### src/rtl/snn_pkg.sv
// Shared types for the SNN training datapath: scheduler FSM states,
// default weight width and the signed weight type.
package snn_pkg;

   localparam int WUS_DATA_W = 8;

   typedef enum logic [1:0] {
      IDLE  = 2'd0,
      RUN   = 2'd1,
      DRAIN = 2'd2,
      DONE  = 2'd3
   } wus_state_e;

   typedef logic signed [WUS_DATA_W-1:0] weight_t;

endpackage

### src/rtl/wus_pipe_stage.sv
// One valid/address/spike delay slot of the weight-update pipeline.
// A flush drops the valid so the entry can never turn into a write.
module wus_pipe_stage
   import snn_pkg::*;
#(
   parameter int ADDR_W = 4
) (
   input  logic              clk,
   input  logic              rst_n,
   input  logic              flush_i,
   input  logic              valid_i,
   input  logic [ADDR_W-1:0] addr_i,
   input  logic              spike_i,
   output logic              valid_o,
   output logic [ADDR_W-1:0] addr_o,
   output logic              spike_o
);

   logic              valid_q;
   logic [ADDR_W-1:0] addr_q;
   logic              spike_q;

   // Delay register for one in-flight entry.
   always_ff @(posedge clk or negedge rst_n) begin
      if (!rst_n) begin
         valid_q <= 1'b0;
         addr_q  <= {ADDR_W{1'b0}};
         spike_q <= 1'b0;
      end else begin
         valid_q <= valid_i & ~flush_i;
         addr_q  <= addr_i;
         spike_q <= spike_i;
      end
   end

   assign valid_o = valid_q;
   assign addr_o  = addr_q;
   assign spike_o = spike_q;

endmodule

### src/rtl/weight_update_scheduler.sv
// Walks weight/gradient memory once per start, feeds the optimizer and writes
// its result back. Optional macro WUS_SKIP_QUIET_EN suppresses writes for spike=0.
module weight_update_scheduler
   import snn_pkg::*;
#(
   parameter int N_WEIGHTS = 16,
   parameter int ADDR_W    = 4,
   parameter int DATA_W    = WUS_DATA_W
) (
   input  logic                 clk,
   input  logic                 rst_n,
   input  logic                 start,
   input  logic                 abort,
   input  logic [N_WEIGHTS-1:0] spike_mask,
   output logic                 busy,
   output logic                 done,
   output logic                 aborted,
   output logic [ADDR_W:0]      update_cnt,
   output logic                 rd_en,
   output logic [ADDR_W-1:0]    rd_addr,
   input  logic [DATA_W-1:0]    rd_weight,
   input  logic [DATA_W-1:0]    rd_grad,
   output logic                 opt_spike,
   output logic [DATA_W-1:0]    opt_weight,
   output logic [DATA_W-1:0]    opt_grad,
   input  logic [DATA_W-1:0]    opt_weight_out,
   output logic                 wr_en,
   output logic [ADDR_W-1:0]    wr_addr,
   output logic [DATA_W-1:0]    wr_data
);

   localparam logic [ADDR_W-1:0] LAST_ADDR = ADDR_W'(N_WEIGHTS - 1);
   localparam logic [ADDR_W-1:0] ADDR_ONE  = ADDR_W'(1);
   localparam logic [ADDR_W:0]   CNT_ONE   = (ADDR_W + 1)'(1);

   wus_state_e           state_q;
   logic                 rd_en_q;
   logic [ADDR_W-1:0]    rd_addr_q;
   logic                 busy_q;
   logic                 done_q;
   logic                 aborted_q;
   logic [N_WEIGHTS-1:0] mask_q;
   logic [ADDR_W:0]      cnt_q;

   logic                 s1_valid_s;
   logic [ADDR_W-1:0]    s1_addr_s;
   logic                 s1_spike_s;
   logic                 s2_valid_in_s;
   logic                 s2_valid_s;
   logic [ADDR_W-1:0]    s2_addr_s;
   logic                 s2_spike_s;
   logic                 accept_s;
   logic                 abort_take_s;
   logic                 drain_clear_s;

   assign accept_s     = (state_q == IDLE) & start;
   assign abort_take_s = abort & ((state_q == RUN) | (state_q == DRAIN));
   // Both valids will be clear after this edge: no read issued, stage 1 empty.
   assign drain_clear_s = ~rd_en_q & ~s1_valid_s;

`ifdef WUS_SKIP_QUIET_EN
   assign s2_valid_in_s = s1_valid_s & s1_spike_s;
`else
   assign s2_valid_in_s = s1_valid_s;
`endif

   wus_pipe_stage #(.ADDR_W(ADDR_W)) u_stage1 (
      .clk     (clk),
      .rst_n   (rst_n),
      .flush_i (abort_take_s),
      .valid_i (rd_en_q),
      .addr_i  (rd_addr_q),
      .spike_i (mask_q[rd_addr_q]),
      .valid_o (s1_valid_s),
      .addr_o  (s1_addr_s),
      .spike_o (s1_spike_s)
   );

   wus_pipe_stage #(.ADDR_W(ADDR_W)) u_stage2 (
      .clk     (clk),
      .rst_n   (rst_n),
      .flush_i (abort_take_s),
      .valid_i (s2_valid_in_s),
      .addr_i  (s1_addr_s),
      .spike_i (s1_spike_s),
      .valid_o (s2_valid_s),
      .addr_o  (s2_addr_s),
      .spike_o (s2_spike_s)
   );

   // Sweep sequencer with registered strobes and status.
   always_ff @(posedge clk or negedge rst_n) begin
      if (!rst_n) begin
         state_q   <= IDLE;
         rd_en_q   <= 1'b0;
         rd_addr_q <= {ADDR_W{1'b0}};
         busy_q    <= 1'b0;
         done_q    <= 1'b0;
         aborted_q <= 1'b0;
         mask_q    <= {N_WEIGHTS{1'b0}};
      end else if (abort_take_s) begin
         state_q   <= DONE;
         rd_en_q   <= 1'b0;
         busy_q    <= 1'b0;
         done_q    <= 1'b1;
         aborted_q <= 1'b1;
      end else begin
         case (state_q)
            IDLE: begin
               if (start) begin
                  state_q   <= RUN;
                  rd_en_q   <= 1'b1;
                  rd_addr_q <= {ADDR_W{1'b0}};
                  busy_q    <= 1'b1;
                  aborted_q <= 1'b0;
                  mask_q    <= spike_mask;
               end
            end
            RUN: begin
               if (rd_addr_q == LAST_ADDR) begin
                  state_q <= DRAIN;
                  rd_en_q <= 1'b0;
               end else begin
                  rd_addr_q <= rd_addr_q + ADDR_ONE;
               end
            end
            DRAIN: begin
               if (drain_clear_s) begin
                  state_q <= DONE;
                  busy_q  <= 1'b0;
                  done_q  <= 1'b1;
               end
            end
            DONE: begin
               state_q <= IDLE;
               done_q  <= 1'b0;
            end
            default: begin
               state_q <= IDLE;
               rd_en_q <= 1'b0;
               busy_q  <= 1'b0;
               done_q  <= 1'b0;
            end
         endcase
      end
   end

   // Count completed spiking writes; a write ending on the abort edge still counts.
   always_ff @(posedge clk or negedge rst_n) begin
      if (!rst_n) begin
         cnt_q <= {(ADDR_W + 1){1'b0}};
      end else if (accept_s) begin
         cnt_q <= {(ADDR_W + 1){1'b0}};
      end else if (s2_valid_s & s2_spike_s) begin
         cnt_q <= cnt_q + CNT_ONE;
      end
   end

   assign busy       = busy_q;
   assign done       = done_q;
   assign aborted    = aborted_q;
   assign update_cnt = cnt_q;
   assign rd_en      = rd_en_q;
   assign rd_addr    = rd_addr_q;
   assign opt_spike  = s1_spike_s;
   assign opt_weight = rd_weight;
   assign opt_grad   = rd_grad;
   assign wr_en      = s2_valid_s;
   assign wr_addr    = s2_addr_s;
   assign wr_data    = opt_weight_out;

endmodule
### config.mk
export PLATFORM = sky130hd
export DESIGN_NAME = weight_update_scheduler
export DESIGN_NICKNAME = d
export VERILOG_FILES = /design/src/rtl/snn_pkg.sv /design/src/rtl/wus_pipe_stage.sv /design/src/rtl/weight_update_scheduler.sv
export SDC_FILE = /design/constraint.sdc
export NUM_CORES = 1
export LEC_CHECK = 0
export CORE_ASPECT_RATIO = 0.5
export CORE_MARGIN = 10
export CORE_UTILIZATION = 43
export CTS_CLUSTER_SIZE = 25
export DETAILED_ROUTE_END_ITERATION = 6
export PLACE_DENSITY = 0.79
export SYNTH_ARGS = -nofsm -noshare
export SYNTH_HDL_FRONTEND = slang
export SYNTH_SLANG_ARGS = --single-unit
### constraint.sdc
create_clock -name clk -period 2.33 [get_ports clk]
set_input_delay 0.233 -clock clk [delete_from_list [all_inputs] [get_ports clk]]
set_output_delay 0.233 -clock clk [all_outputs]
set_load 0.05 [all_outputs]
==> flow_summary_export.csv <==
group,metric,value,unit
outcome,status,"complete, no violations",
final_layout,fin_area,2490,um^2
critical_path,crit_chain,"clkdlybuf4s50_1",
route,vias,1301,
critical_path,rr_worst_depth,5,
clocking,htreeDepth,2,
clocking,insertion_delay,0.29,ns
power_and_ir_drop,seqPwrFrac,36.9,%
critical_path,endpoint_kind,"output pin",
global_routing,overflow,0,
power_and_ir_drop,p_int,2161,uW
timing,rsz0062_at_grt,"false",
critical_path,startpoint,"rd_addr[0]$_DFFE_PN0P_",
floorplan,design.die.area,8312,um^2
timing,tns,0,ns
critical_path,rr_startpoint,"state_q[0]$_DFFE_PN0P_",
synthesis,synth.area.mux_share,14.10,%
synthesis,synth-simple-area-share,10.21,%
synthesis,synth_edf_count,0,
critical_path,cpLargestDelayFamily,"buffers and inverters",
route,wl_per_cell,15.32,um
route,viasPerCell,4.985,
timing,setup_viol,0,
synthesis,synth_nets,230,
timing,skew,0.006701,ns
synthesis,synth_compound_area_share,7.434,%
power_and_ir_drop,p_sw_share,38.83,%
clocking,cts_hold_buffers,0,
global_routing,grt_pass1_wl,6706,um
global_routing,track_usage,9.747,%
synthesis,synth-seq-cells,43,
synthesis,synth_top_flop_cell,"dfrtp_1",
synthesis,syn_inst,178,
critical_path,cp-start-kind,"register",
final_layout,num_antenna_cells,0,
placement,placed_cells,253,
floorplan,io_pins,87,
timing,period_share,89.84,%
global_routing,grt_max_degree,44,
critical_path,rrSetupSlack,0.37,ns
run,maxCapViolations,0,
critical_path,cp_data_required_time,2.10,ns
placement,port_buffers,38,
synthesis,yosysTopAreaCellShare,50.74,%
synthesis,synth_top_family_by_area,"multiplexers",
floorplan,start_util,46.37,%
critical_path,slowest_stage,"clkdlybuf4s50_1",
final_layout,syn2layout_area_growth,17.40,%
timing,max_slew.worst_pin.slew,0.9286,ns
synthesis,synth_common_cells,"dfrtp_1 (43), buf_4 (26), mux2_2 (13), nor2_1 (12), nand2_1 (10)",
critical_path,critPathBufInv,1,
floorplan,rows,17,
synthesis,synth_top_area_cell,"dfrtp_1",
power_and_ir_drop,p_leak,0.001094,uW
timing,drv_slew,0,
power_and_ir_drop,peakVddDrop,450.4,uV
synthesis,synth_xor_area_share,1.652,%
synthesis,syn_area_per_cell,11.91,um^2
final_layout,multiInputGateArea,808.3,um^2
final_layout,drive_above_1_share,14.36,%
synthesis,yosysWarnings,0,
power_and_ir_drop,pwr-share-clk,19.0,%
final_layout,final_cells,261,
synthesis,yosysUniqueCellTypes,35,
power_and_ir_drop,power_density,1419,nW/um^2
clocking,numCtsBuffers,5,
clocking,clk_pin_slew,0.08,ns
critical_path,cpPeakStageDelay,0.91,ns
floorplan,die_x,119.3,um
clocking,clockBufferDepth,2,
clocking,ctsResizeCount,0,
power_and_ir_drop,combinationalPowerShare,44.2,%
power_and_ir_drop,p_switching,1372,uW
route,wl,3998,um
synthesis,synthTopCellsByArea,"dfrtp_1 (51%), buf_4 (9.2%), mux2_2 (6.9%), ha_1 (4.7%), mux4_2 (3.2%)",
floorplan,fp.dieH,69.66,um
critical_path,critPathMaxFanout,11,
route,drt_iter0_markers,48,
route,drt_pre_antenna_iters,4,
placement,gp_congestion,0.8586,
critical_path,r2r-end,"mask_q[5]$_DFFE_PN0P_",
floorplan,core,4573,um^2
clocking,cts_tree,"yes",
synthesis,async_reset_ff_share,100.0,%
clocking,cts-root-buf,"clkbuf_8",
final_layout,seqCellArea,1076,um^2
clocking,clkSinkCount,43,
placement,placed_cell_area,2357,um^2
synthesis,yosysMostFrequentCell,"dfrtp_1",
timing,max_freq,0.4777,GHz
critical_path,cp_num_cells,1,
global_routing,antenna_found_initial,0,
final_layout,fillers,387,
critical_path,critPathArrivalTime,1.86,ns
synthesis,synthesis.area,2121,um^2
hold_path,min_path_type,"input pin to asynchronous set/reset pin",
timing,relSlewSlack,38.10,%
final_layout,finalNetCount,246,
synthesis,yosys.area_share.adder,4.720,%
synthesis,yosysSeqAreaShare,50.74,%
clocking,post_cts_buffers,0,
global_routing,grt_pass1_vias,1357,
placement,dp_hpwl,3007,um
critical_path,crit_type,"register to output pin",
route,final_antenna_net_count,0,
route,drc_errors,0,
timing,period_minus_slack,2.093,ns
timing,hold_viol,0,
==> worst max-delay path by stage <==
stage / to / slack [ns]
floorplan: mask_q[11]$_DFFE_PN0P_ / 0.48
global placement: mask_q[5]$_DFFE_PN0P_ / 0.45
detailed placement: mask_q[5]$_DFFE_PN0P_ / 0.37
CTS: rd_addr[0] / 0.19
global route: rd_addr[0] / 0.14
finish: rd_addr[0] / 0.24
==> through the flow <==
| stage | power (uW) | utilization (%) | setup slack, ns | hold slack, ns |
|---|---|---|---|---|
| CTS | 3579 | 54.45 | 0.1941 | 0.1131 |
| finish | 3533 | 54.45 | 0.2366 | 0.08605 |
| global placement | 2848 | 51.55 | 0.4484 | 0.3317 |
| detailed placement | 2904 | 51.55 | 0.3718 | 0.3355 |
| floorplan | 2580 | - | 0.4807 | -0.06259 |
| global route | 3795 | 54.45 | 0.1388 | 0.1548 |
==> logic make-up (layout without fill, tap and decap cells) <==
family | count (synthesis) | count (layout)
xor+xnor | 4 | 4
compound gates | 24 | 24
fa+ha+maj | 8 | 8
buf+inv | 33 | 50
simple gates | 42 | 42
flops | 43 | 43
mux | 24 | 24
==> power groups by stage <==
| stage | sequential (uW) | clock, uW | combinational [uW] |
|---|---|---|---|
| global route | 1350 | 730 | 1710 |
| global placement | 1300 | 0 | 1540 |
| floorplan | 1620 | 0 | 962 |
| CTS | 1310 | 687 | 1580 |
| finish | 1300 | 670 | 1560 |
| detailed placement | 1330 | 0 | 1580 |
==> placed cells by master (no fill, tap or decap), types with 2 or more instances in the layout <==
master	Yosys	routed
a21oi_1	8	8
a22o_1	2	2
a22oi_1	2	2
and2_1	2	2
and3_1	2	2
bufinv_16	0	2
clkbuf_8	0	5
clkdlybuf4s50_1	0	37
dfrtp_1	43	43
ha_1	8	8
inv_1	4	4
mux2_1	4	4
mux2_2	13	13
mux2i_1	4	4
mux4_2	3	3
nand2_1	10	10
nand2b_1	2	2
nand3_1	6	6
nor2_1	12	12
nor2b_1	3	3
o21ai_0	2	2
o21ai_1	3	3
xor2_1	4	4
==> cell type report <==
type                       count  area share, %
clock buffer                   6          2.915
inverter                       4         0.6030
timing repair buffer          38          15.08
multi-input combinational    102          32.46
sequential                    43          43.22
tap                           66          3.317
clock inverter                 2          2.412
==> state kept, by name (all words and copies together), names as in the netlist, 2 cells and up <==
signal,count
u_stage1.addr_o,4
u_stage2.addr_o,4
rd_addr,4
state_q,2
mask_q,16
update_cnt,5
==> per-layer routing <==
layer  wire, um  up-vias  track usage [%]  share of wire (%)
met5          0        -                0                  0
met2       1827       37            14.68                 46
met1       1722      621            11.42                 43
met4        179        0            6.579                4.5
li1           -      617                -                  -
met3        269       26            3.482                6.7
No activity file was read; power rests on OpenSTA's default activity.
